--- config.mk ---
export PLATFORM = sky130hd
export DESIGN_NAME = fwd_hazard_ctrl_flat
export DESIGN_NICKNAME = d
export VERILOG_FILES = /design/src/rtl/mips_hazard_pkg.sv /design/src/rtl/fwd_hazard_ctrl_if.sv /design/src/rtl/muldiv_busy_ctr.sv /design/src/rtl/fwd_hazard_ctrl.sv /design/src/flat_wrapper.sv
export SDC_FILE = /design/constraint.sdc
export NUM_CORES = 1
export LEC_CHECK = 0
export CAP_MARGIN = 20
export CORE_MARGIN = 5
export CORE_UTILIZATION = 46
export CTS_CLUSTER_DIAMETER = 50
export DETAILED_ROUTE_END_ITERATION = 10
export DONT_BUFFER_PORTS = 1
export PLACE_DENSITY_LB_ADDON = 0.1
export SLEW_MARGIN = 20
export SYNTH_ARGS = -nofsm -noshare
export SYNTH_HDL_FRONTEND = slang
export SYNTH_SLANG_ARGS = --single-unit
export TNS_END_PERCENT = 1
--- constraint.sdc ---
create_clock -name clk -period 5.5 [get_ports clk]
set_input_delay 0.825 -clock clk [delete_from_list [all_inputs] [get_ports clk]]
set_output_delay 0.825 -clock clk [all_outputs]
set_load 0.1 [all_outputs]
--- src/rtl/mips_hazard_pkg.sv ---
`default_nettype none
// ============================================================================
// Module : mips_hazard_pkg
// Brief  : Shared forwarding encodings, HI/LO latencies and the shadow slot.
// Rev    : 1.0
// ============================================================================
package mips_hazard_pkg;

    localparam logic [1:0] FWD_REG   = 2'd0;
    localparam logic [1:0] FWD_EXMEM = 2'd1;
    localparam logic [1:0] FWD_WB    = 2'd2;

    localparam logic [5:0] MULT_LAT  = 6'd5;
    localparam logic [5:0] DIV_LAT   = 6'd33;

    typedef struct packed {
        logic       valid;
        logic [4:0] rs;
        logic [4:0] rt;
        logic [4:0] rd;
        logic       wr_en;
        logic       is_load;
        logic       is_store;
    } slot_t;

    // Youngest producer wins; a load in MEM has no ALU result to hand over yet.
    function automatic logic [1:0] fwd_sel(input logic [4:0] src,
                                           input slot_t      mem,
                                           input slot_t      wb);
        logic [1:0] sel;
        sel = FWD_REG;
        if (src != 5'd0) begin
            if (mem.valid && mem.wr_en && !mem.is_load && (mem.rd == src))
                sel = FWD_EXMEM;
            else if (wb.valid && wb.wr_en && (wb.rd == src))
                sel = FWD_WB;
        end
        return sel;
    endfunction

endpackage
`default_nettype wire

--- src/rtl/fwd_hazard_ctrl_if.sv ---
`default_nettype none
// ============================================================================
// Module : fwd_hazard_ctrl_if
// Brief  : ID-stage decode inputs and hazard/forwarding control outputs.
// Rev    : 1.0
// ============================================================================
interface fwd_hazard_ctrl_if;
    logic       id_valid;
    logic [4:0] id_rs;
    logic [4:0] id_rt;
    logic [4:0] id_rd;
    logic       id_use_rs;
    logic       id_use_rt;
    logic       id_wr_en;
    logic       id_is_load;
    logic       id_is_store;
    logic       id_is_mult;
    logic       id_is_div;
    logic       id_rd_hilo;
    logic       hold;
    logic       stall;
    logic [1:0] ex_fwd_rs;
    logic [1:0] ex_fwd_rt;
    logic       mem_rt_fwd;
    logic       muldiv_busy;

    modport master (
        output id_valid, id_rs, id_rt, id_rd, id_use_rs, id_use_rt, id_wr_en,
               id_is_load, id_is_store, id_is_mult, id_is_div, id_rd_hilo, hold,
        input  stall, ex_fwd_rs, ex_fwd_rt, mem_rt_fwd, muldiv_busy
    );

    modport slave (
        input  id_valid, id_rs, id_rt, id_rd, id_use_rs, id_use_rt, id_wr_en,
               id_is_load, id_is_store, id_is_mult, id_is_div, id_rd_hilo, hold,
        output stall, ex_fwd_rs, ex_fwd_rt, mem_rt_fwd, muldiv_busy
    );
endinterface
`default_nettype wire

--- src/rtl/muldiv_busy_ctr.sv ---
`default_nettype none
// ============================================================================
// Module : muldiv_busy_ctr
// Brief  : HI/LO occupancy countdown; keeps running while the pipeline holds.
// Rev    : 1.0
// ============================================================================
module muldiv_busy_ctr
    import mips_hazard_pkg::*;
(
    input  wire logic clk,
    input  wire logic rst_n,
    input  wire logic i_start_mult,
    input  wire logic i_start_div,
    output logic      o_busy
);

    logic [5:0] r_cnt;

    always_ff @(posedge clk) begin
        if (!rst_n)
            r_cnt <= 6'd0;
        else if (i_start_div)
            r_cnt <= DIV_LAT;
        else if (i_start_mult)
            r_cnt <= MULT_LAT;
        else if (r_cnt != 6'd0)
            r_cnt <= r_cnt - 6'd1;
    end

    assign o_busy = (r_cnt != 6'd0);

endmodule
`default_nettype wire

--- src/rtl/fwd_hazard_ctrl.sv ---
`default_nettype none
// ============================================================================
// Module : fwd_hazard_ctrl
// Brief  : Shadow EX/MEM/WB slots driving load-use, HI/LO stalls and forwarding.
// Rev    : 1.0
// ============================================================================
module fwd_hazard_ctrl
    import mips_hazard_pkg::*;
(
    input  wire logic         clk,
    input  wire logic         rst_n,
    fwd_hazard_ctrl_if.slave  bus
);

    slot_t r_ex;
    slot_t r_mem;
    slot_t r_wb;
    slot_t w_id_slot;
    logic  w_load_use;
    logic  w_hilo_stall;
    logic  w_stall;
    logic  w_advance;
    logic  w_busy;
    logic  w_unused;

    always_comb begin
        w_id_slot          = '0;
        w_id_slot.valid    = 1'b1;
        w_id_slot.rs       = bus.id_rs;
        w_id_slot.rt       = bus.id_rt;
        w_id_slot.rd       = bus.id_rd;
        w_id_slot.wr_en    = bus.id_wr_en;
        w_id_slot.is_load  = bus.id_is_load;
        w_id_slot.is_store = bus.id_is_store;
    end

    assign w_load_use = bus.id_valid && r_ex.valid && r_ex.is_load && r_ex.wr_en
                      && (r_ex.rd != 5'd0)
                      && ((bus.id_use_rs && (bus.id_rs == r_ex.rd))
                       || (bus.id_use_rt && (bus.id_rt == r_ex.rd)));

    assign w_hilo_stall = bus.id_valid && w_busy
                        && (bus.id_rd_hilo || bus.id_is_mult || bus.id_is_div);

    assign w_stall   = w_load_use || w_hilo_stall;
    assign w_advance = bus.id_valid && !w_stall && !bus.hold;

    // Bubbles are fully zeroed so their register fields never match anything.
    always_ff @(posedge clk) begin
        if (!rst_n) begin
            r_ex  <= '0;
            r_mem <= '0;
            r_wb  <= '0;
        end else if (!bus.hold) begin
            r_wb  <= r_mem;
            r_mem <= r_ex;
            r_ex  <= (w_stall || !bus.id_valid) ? slot_t'('0) : w_id_slot;
        end
    end

    muldiv_busy_ctr u_busy_ctr (
        .clk          (clk),
        .rst_n        (rst_n),
        .i_start_mult (w_advance && bus.id_is_mult),
        .i_start_div  (w_advance && bus.id_is_div),
        .o_busy       (w_busy)
    );

    assign bus.stall       = w_stall;
    assign bus.muldiv_busy = w_busy;
    assign bus.ex_fwd_rs   = fwd_sel(r_ex.rs, r_mem, r_wb);
    assign bus.ex_fwd_rt   = fwd_sel(r_ex.rt, r_mem, r_wb);
    assign bus.mem_rt_fwd  = r_mem.valid && r_mem.is_store && r_wb.valid && r_wb.wr_en
                           && (r_wb.rd != 5'd0) && (r_wb.rd == r_mem.rt);

    assign w_unused = ^{r_wb.rs, r_wb.rt, r_wb.is_load, r_wb.is_store, r_mem.rs};

endmodule
`default_nettype wire

--- src/flat_wrapper.sv ---
// flat-port wrapper written by rule: the top's interface ports become plain ports
module fwd_hazard_ctrl_flat import mips_hazard_pkg::*;
  (clk, rst_n, bus_id_valid, bus_id_rs, bus_id_rt, bus_id_rd, bus_id_use_rs, bus_id_use_rt, bus_id_wr_en, bus_id_is_load, bus_id_is_store, bus_id_is_mult, bus_id_is_div, bus_id_rd_hilo, bus_hold, bus_stall, bus_ex_fwd_rs, bus_ex_fwd_rt, bus_mem_rt_fwd, bus_muldiv_busy);
  fwd_hazard_ctrl_if bus_i ();
  input  wire logic clk;
  input  wire logic rst_n;
  input wire logic [$bits(bus_i.id_valid)-1:0] bus_id_valid;
  input wire logic [$bits(bus_i.id_rs)-1:0] bus_id_rs;
  input wire logic [$bits(bus_i.id_rt)-1:0] bus_id_rt;
  input wire logic [$bits(bus_i.id_rd)-1:0] bus_id_rd;
  input wire logic [$bits(bus_i.id_use_rs)-1:0] bus_id_use_rs;
  input wire logic [$bits(bus_i.id_use_rt)-1:0] bus_id_use_rt;
  input wire logic [$bits(bus_i.id_wr_en)-1:0] bus_id_wr_en;
  input wire logic [$bits(bus_i.id_is_load)-1:0] bus_id_is_load;
  input wire logic [$bits(bus_i.id_is_store)-1:0] bus_id_is_store;
  input wire logic [$bits(bus_i.id_is_mult)-1:0] bus_id_is_mult;
  input wire logic [$bits(bus_i.id_is_div)-1:0] bus_id_is_div;
  input wire logic [$bits(bus_i.id_rd_hilo)-1:0] bus_id_rd_hilo;
  input wire logic [$bits(bus_i.hold)-1:0] bus_hold;
  output wire logic [$bits(bus_i.stall)-1:0] bus_stall;
  output wire logic [$bits(bus_i.ex_fwd_rs)-1:0] bus_ex_fwd_rs;
  output wire logic [$bits(bus_i.ex_fwd_rt)-1:0] bus_ex_fwd_rt;
  output wire logic [$bits(bus_i.mem_rt_fwd)-1:0] bus_mem_rt_fwd;
  output wire logic [$bits(bus_i.muldiv_busy)-1:0] bus_muldiv_busy;
  assign bus_i.id_valid = bus_id_valid;
  assign bus_i.id_rs = bus_id_rs;
  assign bus_i.id_rt = bus_id_rt;
  assign bus_i.id_rd = bus_id_rd;
  assign bus_i.id_use_rs = bus_id_use_rs;
  assign bus_i.id_use_rt = bus_id_use_rt;
  assign bus_i.id_wr_en = bus_id_wr_en;
  assign bus_i.id_is_load = bus_id_is_load;
  assign bus_i.id_is_store = bus_id_is_store;
  assign bus_i.id_is_mult = bus_id_is_mult;
  assign bus_i.id_is_div = bus_id_is_div;
  assign bus_i.id_rd_hilo = bus_id_rd_hilo;
  assign bus_i.hold = bus_hold;
  assign bus_stall = bus_i.stall;
  assign bus_ex_fwd_rs = bus_i.ex_fwd_rs;
  assign bus_ex_fwd_rt = bus_i.ex_fwd_rt;
  assign bus_mem_rt_fwd = bus_i.mem_rt_fwd;
  assign bus_muldiv_busy = bus_i.muldiv_busy;
  fwd_hazard_ctrl u_core (.clk(clk), .rst_n(rst_n), .bus(bus_i));
endmodule
Word-level counts from Yosys, hierarchy flattened
Index checks and enable logic that the tools add are counted.
{ "totals": {"ff_bits": 46} }
{ "classes": {"n_bitwise": 1, "reduce_logical": 43, "n_mux": 10, "n_addsub": 1, "n_eq_ne": 7} }
{ "op_table": {"columns": ["operator", "count"], "rows": [
  ["== test 5 bit", 7],
  ["logical AND 1 bit", 25],
  ["nonzero test 5 bit", 4],
  ["2-to-1 mux 19 bit", 1],
  ["2-to-1 mux 6 bit", 3],
  ["2-to-1 mux 2 bit", 6],
  ["nonzero test 6 bit", 1],
  ["subtractor 6 x 1 -> 6 bit (second input constant)", 1],
  ["logical OR 1 bit", 5],
  ["logical NOT 1 bit", 4],
  ["nonzero test 3 bit", 1],
  ["OR reduction 3 bit", 1],
  ["nonzero test 2 bit", 1],
  ["OR reduction 2 bit", 1],
  ["inverter 1 bit", 1]
]} }

Logic depth before layout (Yosys ltp)
Gate-level depths: netlist of the first run.
{ "logic_depth": {"depth_word": 12, "mapped_depth": 7, "ltp_nobuf": 6} }

By module
From an unflattened synthesis of the first run, not the netlist that was laid out.
{ "unflattened": {"cells_unflattened": 296, "area_unflattened_um2": 2613.8} }
{ "by_module_without_submodules": {"columns": ["module", "seq_area_each_um2", "area_each_um2", "cells_each", "n_inst"], "rows": [
  ["fwd_hazard_ctrl", 800.8, 2264.7, 257, 1],
  ["muldiv_busy_ctr", 120.1, 349.1, 39, 1]
]} }

Least setup slack after synthesis of the first run
No wires, ideal clock.
{ "synth_path": {"path_kind": "flip-flop to output port", "from": "reg u_core.r_wb[4] (netlist name)", "to": "out bus_ex_fwd_rs[1]", "required_time_ps": 4675, "arrival_ps": 4058, "path_stages_with_launch": 5, "path_slack_ps": 617, "cell_sequence": "dfxtp_1 -> clkbuf_1 -> xor2_1 -> a2111oi_0 -> nor4b_1"} }
{ "synth_via": {"elab_chain_cells": 5} }
{ "synth_lines": {"columns": ["element", "line_no", "text"], "rows": [
  ["start: declaration", "fwd_hazard_ctrl.sv:17", "slot_t r_wb;"],
  ["start signal: assignment", "fwd_hazard_ctrl.sv:55", "r_wb <= r_mem;"],
  ["== test 5 bit", "mips_hazard_pkg.sv:35", "else if (wb.valid && wb.wr_en && (wb.rd == src))"],
  ["logical AND 1 bit", "mips_hazard_pkg.sv:35", null],
  ["2-to-1 mux 2 bit", "mips_hazard_pkg.sv:35", null],
  ["2-to-1 mux 2 bit", "mips_hazard_pkg.sv:33", "if (mem.valid && mem.wr_en && !mem.is_load && (mem.rd == src))"],
  ["2-to-1 mux 2 bit", "mips_hazard_pkg.sv:32", "if (src != 5'd0) begin"],
  ["end: declaration", "flat_wrapper.sv:21", "output wire logic [$bits(bus_i.ex_fwd_rs)-1:0] bus_ex_fwd_rs;"]
]} }
No other way between the ends.

Final worst setup path of the first run
{ "layout_path": {"from": "reg u_core.u_busy_ctr.r_cnt[0]", "to": "out bus_stall"} }
{ "layout_via": {"elab_chain_cells": 4} }
{ "layout_lines": {"columns": ["element", "line_no", "text"], "rows": [
  ["start: declaration", "muldiv_busy_ctr.sv:17", "logic [5:0] r_cnt;"],
  ["start signal: assignment", "muldiv_busy_ctr.sv:27", "r_cnt <= r_cnt - 6'd1;"],
  ["nonzero test 6 bit", "muldiv_busy_ctr.sv:30", "assign o_busy = (r_cnt != 6'd0);"],
  ["net bus_muldiv_busy", "flat_wrapper.sv:24", "output wire logic [$bits(bus_i.muldiv_busy)-1:0] bus_muldiv_busy;"],
  ["logical AND 1 bit", "fwd_hazard_ctrl.sv:42", "assign w_hilo_stall = bus.id_valid && w_busy"],
  ["logical AND 1 bit", "fwd_hazard_ctrl.sv:43", "&& (bus.id_rd_hilo || bus.id_is_mult || bus.id_is_div);"],
  ["logical OR 1 bit", "fwd_hazard_ctrl.sv:45", "assign w_stall = w_load_use || w_hilo_stall;"],
  ["end: declaration", "flat_wrapper.sv:20", "output wire logic [$bits(bus_i.stall)-1:0] bus_stall;"]
]} }
The timed path passes the listed nets, and every way through them passes these cells.

==> results of run 1 <==
[worst paths after layout]
check	endpoint	startpoint	cells after the start	slack (ps)
min reg2reg	u_core.r_ex[0]	u_core.r_ex[0]	1	500
max reg2reg	u_core.r_ex[4]	u_core.u_busy_ctr.r_cnt[2]	5	2630
max	bus_stall	u_core.u_busy_ctr.r_cnt[0]	5	2190
min	u_core.r_ex[0]	u_core.r_ex[0]	1	500
[state kept, by name (all words and copies together), names as in the netlist]
register and cells:
u_core.r_mem 14, u_core.r_wb 7, u_core.u_busy_ctr.r_cnt 6, u_core.r_ex 19
[synth_stat cells]
cell / instances / area share (%)
a2111oi_0: 1 / 0.40
a2111oi_4: 1 / 1.2
a211oi_1: 1 / 0.34
a21o_1: 2 / 0.68
a21oi_1: 7 / 1.6
a221oi_1: 2 / 0.79
a22o_1: 18 / 7.1
and2_1: 3 / 0.85
buf_1: 4 / 0.68
buf_6: 1 / 0.51
clkbuf_1: 8 / 1.4
dfxtp_1: 46 / 42
ha_1: 2 / 1.1
inv_1: 6 / 1.0
mux2i_1: 21 / 9.5
nand2_1: 8 / 1.4
nand3_1: 4 / 0.91
nand3b_1: 1 / 0.34
nand4_1: 4 / 1.1
nor2_1: 26 / 4.4
nor2b_1: 4 / 1.1
nor3_1: 6 / 1.4
nor4_1: 4 / 1.1
nor4b_1: 1 / 0.40
o21a_1: 1 / 0.34
o21ai_0: 1 / 0.23
o22ai_1: 2 / 0.57
o311a_1: 1 / 0.45
o31a_1: 1 / 0.40
o31a_4: 1 / 0.79
o32ai_1: 1 / 0.40
or3_1: 3 / 0.85
or3b_4: 1 / 0.51
or4_1: 3 / 1.0
xnor2_1: 18 / 7.1
xor2_1: 16 / 6.3
[worst max-delay path, stage by stage, from the launching register on]
cell     delay [ps]
dfxtp_1         400
inv_1            80
ha_1            210
or3b_4          530
o31a_4          260
a21o_1          690
[stage by stage]
stage	cell area, sq um	total power, mW	worst slack, ps	hold slack, ps
after global placement	2290	0.682	2240	467
after detailed placement	2290	0.689	2220	463
final	2410	0.937	2190	498
after CTS	2410	0.945	2170	494
after floorplan	2210	0.656	617	441
after global routing	2410	0.986	2100	526
[cells by family (layout without fill, tap and decap cells)]
| kind of cell | Yosys count | after routing |
|---|---|---|
| and+or+nand+nor | 68 | 68 |
| DFF | 46 | 46 |
| AOI/OAI and AO/OA | 40 | 40 |
| xor gates and xnor gates | 34 | 34 |
| muxes | 21 | 21 |
| buffers and inverters | 19 | 16 |
| adders and majority gates | 2 | 2 |
[layer usage]
metal / global-route usage, % / part of all wire [%] / up-vias
li1: - / - / 811
met1: 20.4 / 47 / 779
met2: 24.7 / 44 / 41
met3: 5.67 / 6.5 / 8
met4: 6.19 / 1.8 / 0
met5: 0 / 0 / -
[area by class of cell]
type	count	area, sq um
multi-input combinational	165	1230
clock buffer	5	68.8
inverter	6	22.5
clock inverter	3	45.0
timing repair buffer	2	55.1
tap	54	67.6
fill	440	2280
sequential	46	921
[where the power goes]
part / switching [mW] / total [mW] / internal (mW) / leakage [nW]
sequential: 0.0377 / 0.405 / 0.368 / 0.373
clock: 0.120 / 0.255 / 0.135 / 0.0504
combinational: 0.169 / 0.277 / 0.108 / 0.569
==> impl_results.md, run 1 <==
* Initial DRC count at 69
* Floorplan Core Area at 4690 sq um
* Num CTS Buffers at 5
* Ant diodes at 0
* Nets at around 260
* Proportion of layout cells with a drive suffix above 1 at 7.05%
* Vias in the first global route at roughly 1600
* Rel. slew slack at 27.9%
* Post-synthesis cell count at 230
* Total clock sinks at 46
* Seq/Total Area, Yosys at roughly two fifths
* Initial core utilization at between 40 and 50%
* Largest family of logic cells by synthesized area: simple AND/OR/NAND/NOR gates
* Slew Limit Fails at 0
* CTS tree: yes
* Finished Core Util at 51.3%
* Crit path kind: reg2out
* Drt pass-1 iters at 4
* Gates resized, CTS repair at 0
* Maximum capacitance violations at 0
* Global-route wire length before repair at roughly 7900 um
* Die extent in x at 79.3 um
* Syn Nets at 259
* WL/cell at between 15 and 20 um
* Yosys reg bits at 46
* CP startpoint kind: register
* XOR/XNOR Fraction of Synth Area at 13.5%
* Inst Count DP at 273
* Status: finished, final reports clean
* Layout Skew at 10.1 ps
* Root Buffer: clkbuf_8
* Most common cell after layout, fill and taps aside: dfxtp_1
* # DRC at 0
* Fin. Hold Viols at 0
* Cell Rows at 25
* GPL Wtd Cong at 0.820
* FMAX at 303 MHz
* Post-Synth Adder-Cell Area at roughly 1.1%
* Gr usage total at roughly 16%
* Yosys cell types at 36
* Worst-margin pin slew at 1080 ps
* Clock H-tree levels at 2
* CTS clk-pin slew, worst paths at approximately 90 ps
* Clk_lat worst skew at roughly 300 ps
* Total gr overflow at 0
* Worst hold-check path type: reg2reg
* Unrepaired setup endpoints after global routing: no
* Crit path arrival time at 2480 ps
* Req. time, crit path at 4680 ps
* WL final at 4810 um
* Final HPWL DP at 3560 um
* Critical Path Sink Type: output pin
* Die ar. at 6300 sq um
* Postcts setup bufs at 0
* Fin Setup TNS at 0 ps
* Hold buffers post-CTS at 0
* Pin count of the biggest net entering global routing at 24
* Final setup violation count at 0
* Die Span Y at 79.3 um
* PD cells at 389 nW/um^2
* Post-Synth Simple-Gate Area at 15.4%
* Layout Cells excl Fill at 281
* Synth Area in Compound Gates at 15.3%
* Antenna Nets Post-Route at 0
* CP Max Fanout at 13
* Peak VDD IR at 0.371 mV
* Buffers on Ports at 0
* CTS Buffer Depth at 2
* Via-to-Cell Ratio at around 5.8
* Final worst path period need at 3310 ps
* Cell Area, Synth at 2210 sq um
* Leakage at a little under 1 nW
* Area grow syn2layout at 8.82%
* Multiplexer share of the synthesized area at 9.50%
* Initial antenna violation count at 0
* Syn. warnings at 0
* Most frequent cells in the layout: dfxtp_1, nor2_1, mux2i_1, xnor2_1, a22o_1
* Vias at 1639
* Avg Inst Size Synth at 9.62 sq um
* I/O pin cnt at 34
* Final worst path period share at 60.1%
No activity file was read; power rests on OpenSTA's default activity.
==> run 2, diff against run 1 <==
==> constraint.sdc (replaced) <==
create_clock -name clk -period 3.1 [get_ports clk]
set_input_delay 0.465 -clock clk [delete_from_list [all_inputs] [get_ports clk]]
set_output_delay 0.465 -clock clk [all_outputs]
set_load 0.1 [all_outputs]
==> impl_results.md, run 2 (same netlist as run 1, synthesis figures left out) <==
* Status: finished, final reports clean (unchanged)
* Critical Path Sink Type: output pin (unchanged)
* CP Depth at 5 (unchanged)
* Initial antenna violation count at 0 (unchanged)
* Most frequent cells in the layout: dfxtp_1, nor2_1, mux2i_1, xnor2_1, a22o_1 (unchanged)
* Dpl cell area at 2320 sq um (was 2290 sq um)
* Via-to-Cell Ratio at 5.87 (was 5.83)
* Hold WS at 279 ps (was 498 ps)
* R2r setup slk at 780 ps (was 2630 ps)
* Vias at 1684 (was 1639)
* CTS Buffer Depth at 2 (unchanged)
* Cell Rows at 25 (unchanged)
* Postcts setup bufs at 0 (unchanged)
* Vias in the first global route at 1715 (was 1622)
* Critical path buffers and inverters at 1 (unchanged)
* Proportion of layout cells with a drive suffix above 1 at 9.01% (was 7.05%)
* Crit path from: u_core.r_mem[3] (was u_core.u_busy_ctr.r_cnt[0])
* Hold buffers post-CTS at 0 (unchanged)
* Unrepaired setup endpoints after global routing: no (unchanged)
* Clk_lat worst skew at 290 ps (was 300 ps)
* # DRC at 0 (unchanged)
* Final Power at 1.61 mW (was 0.937 mW)
* Pin count of the biggest net entering global routing at 24 (unchanged)
* Num CTS Buffers at 5 (unchanged)
* Slew Limit Fails at 0 (unchanged)
* Die extent in x at 79.3 um (unchanged)
* Final worst path period need at 2640 ps
* Global-route wire length before repair at 8270 um (was 7890 um)
* Die ar. at 6300 sq um (unchanged)
* CTS tree: yes (unchanged)
* Design area at 2410 sq um (unchanged)
* Final WS setup at 459 ps (was 2190 ps)
* CTS clk-pin slew, worst paths at 80 ps (was 90 ps)
* WL/cell at 17.3 um (was 17.1 um)
* Placement Setup Slack at 785 ps (was 2220 ps)
* Gates resized, CTS repair at 0 (unchanged)
* Largest register by flop count: u_core.r_ex (unchanged)
* Rel. slew slack at 48.5% (was 27.9%)
* GPL Wtd Cong at 0.816 (was 0.820)
* Floorplan Core Area at 4690 sq um (unchanged)
* Inst Count DP at 279 (was 273)
* Fillers at 447 (was 440)
* Layout Skew at 6.53 ps (was 10.1 ps)
* CP startpoint kind: register (unchanged)
* Req. time, crit path at 2630 ps (was 4680 ps)
* Layout Cells excl Fill at 287 (was 281)
* Fin. Hold Viols at 0 (unchanged)
* Root Buffer: clkbuf_8 (unchanged)
* FMAX at between 300 and 400 MHz
* Initial DRC count at 74 (was 69)
* Worst hold-check path type: in2reg (was reg2reg)
* Final worst path period share at 85.2%
* Slowest CP cell: or4_1 (was a21o_1)
* Crit path arrival time at 2180 ps (was 2480 ps)
* I/O pin cnt at 34 (unchanged)
* WL final at 4970 um (was 4810 um)
* Gr usage total at 17.0% (was 16.0%)
* Antenna Nets Post-Route at 0 (unchanged)
* Peak VDD IR at 0.401 mV (was 0.371 mV)
* Nets at 261 (was 255)
* Maximum capacitance violations at 0 (unchanged)
* Leakage at 1.01 nW (was 0.992 nW)
* CP delay by family, top: simple AND/OR/NAND/NOR gates (was compound AO/OA/AOI/OAI gates)
* Buffers on Ports at 0 (unchanged)
* R2r endpoint: u_core.r_ex[16] (was u_core.r_ex[4])
* Clock H-tree levels at 2 (unchanged)
* Total gr overflow at 0 (unchanged)
* Area grow syn2layout at 8.82% (unchanged)
* Worst-margin pin slew at 772 ps (was 1080 ps)
* Final HPWL DP at 3790 um (was 3560 um)
* Drt pass-1 iters at 4 (unchanged)
* Most common cell after layout, fill and taps aside: dfxtp_1 (unchanged)
* CP Max Fanout at 4 (was 13)
* Slowest stage delay, CP at 510 ps (was 690 ps)
* Initial core utilization at 47.1% (unchanged)
* Die Span Y at 79.3 um (unchanged)
* Top flop regs: u_core.r_ex: 19 flops, u_core.r_mem: 14 flops, u_core.r_wb: 7 flops (unchanged)
* RR Startpoint: u_core.u_busy_ctr.r_cnt[2] (unchanged)
* Critical Path Sink: bus_ex_fwd_rs[0] (was bus_stall)
* Crit path kind: reg2out (unchanged)
* Worst path cell trace: xor2_1 > or4_1 > nor3_1 > o21a_1 > buf_4 (was inv_1 > ha_1 > or3b_4 > o31a_4 > a21o_1)
* Total clock sinks at 46 (unchanged)
* FF-to-FF path depth at 6 (was 5)
* Final setup violation count at 0 (unchanged)
* Max reg flops at 19 (unchanged)
* Ant diodes at 0 (unchanged)
* PD cells at 669 nW/um^2 (was 389 nW/um^2)
run 2: routing by layer:
metal | part of all wire (%) | wire, um | global-route usage [%] | vias to the layer above
met4 | 0.93 | 46 | 5.84 | 0
met3 | 6.7 | 333 | 5.56 | 5
li1 | - | - | - | 821
met2 | 47 | 2320 | 26.9 | 40
met5 | 0 | 0 | 0 | -
met1 | 46 | 2270 | 21.7 | 818
run 2: worst register-to-register path: cells and delay by family, from the launching register on:
family	cells	cell delay (ps)
AO/OA/AOI/OAI	3	800
buffers and inverters	1	290
flip-flops	1	340
AND/OR/NAND/NOR	2	820
run 2: worst min-delay path by stage:
| stage | start | end | depth (start not counted) |
|---|---|---|---|
| 2_1_floorplan | u_core.r_ex[0] | u_core.r_ex[0] | 1 |
| 3_3_place_gp | u_core.r_ex[0] | u_core.r_ex[0] | 1 |
| 3_5_place_dp | u_core.r_ex[0] | u_core.r_ex[0] | 1 |
| 4_1_cts | bus_id_is_div | u_core.u_busy_ctr.r_cnt[2] | 1 |
| 5_1_grt | bus_id_is_div | u_core.u_busy_ctr.r_cnt[2] | 1 |
| 6_report | bus_id_is_div | u_core.u_busy_ctr.r_cnt[2] | 1 |
run 2: power by group:
part | switching, mW | internal (mW)
registers | 0.0664 | 0.652
clock network | 0.194 | 0.180
logic | 0.306 | 0.211
run 2: area by class of cell:
cell class	instances	area, sq um	share of cell area, %
Clock buffer	7	86.3	3.59
Clock inverter	1	5.00	0.208
Inverter	6	22.5	0.936
Multi-Input combinational cell	165	1240	51.7
Sequential cell	46	921	38.3
Tap cell	54	67.6	2.81
Timing Repair Buffer	8	60.1	2.49
run 2: stage by stage:
stage	setup TNS [ps]	utilization, %
finish	0	51.3
global route	0	51.3
CTS	0	51.3
detailed placement	0	49.4
global placement	0	49.4
floorplan	-5.51	-
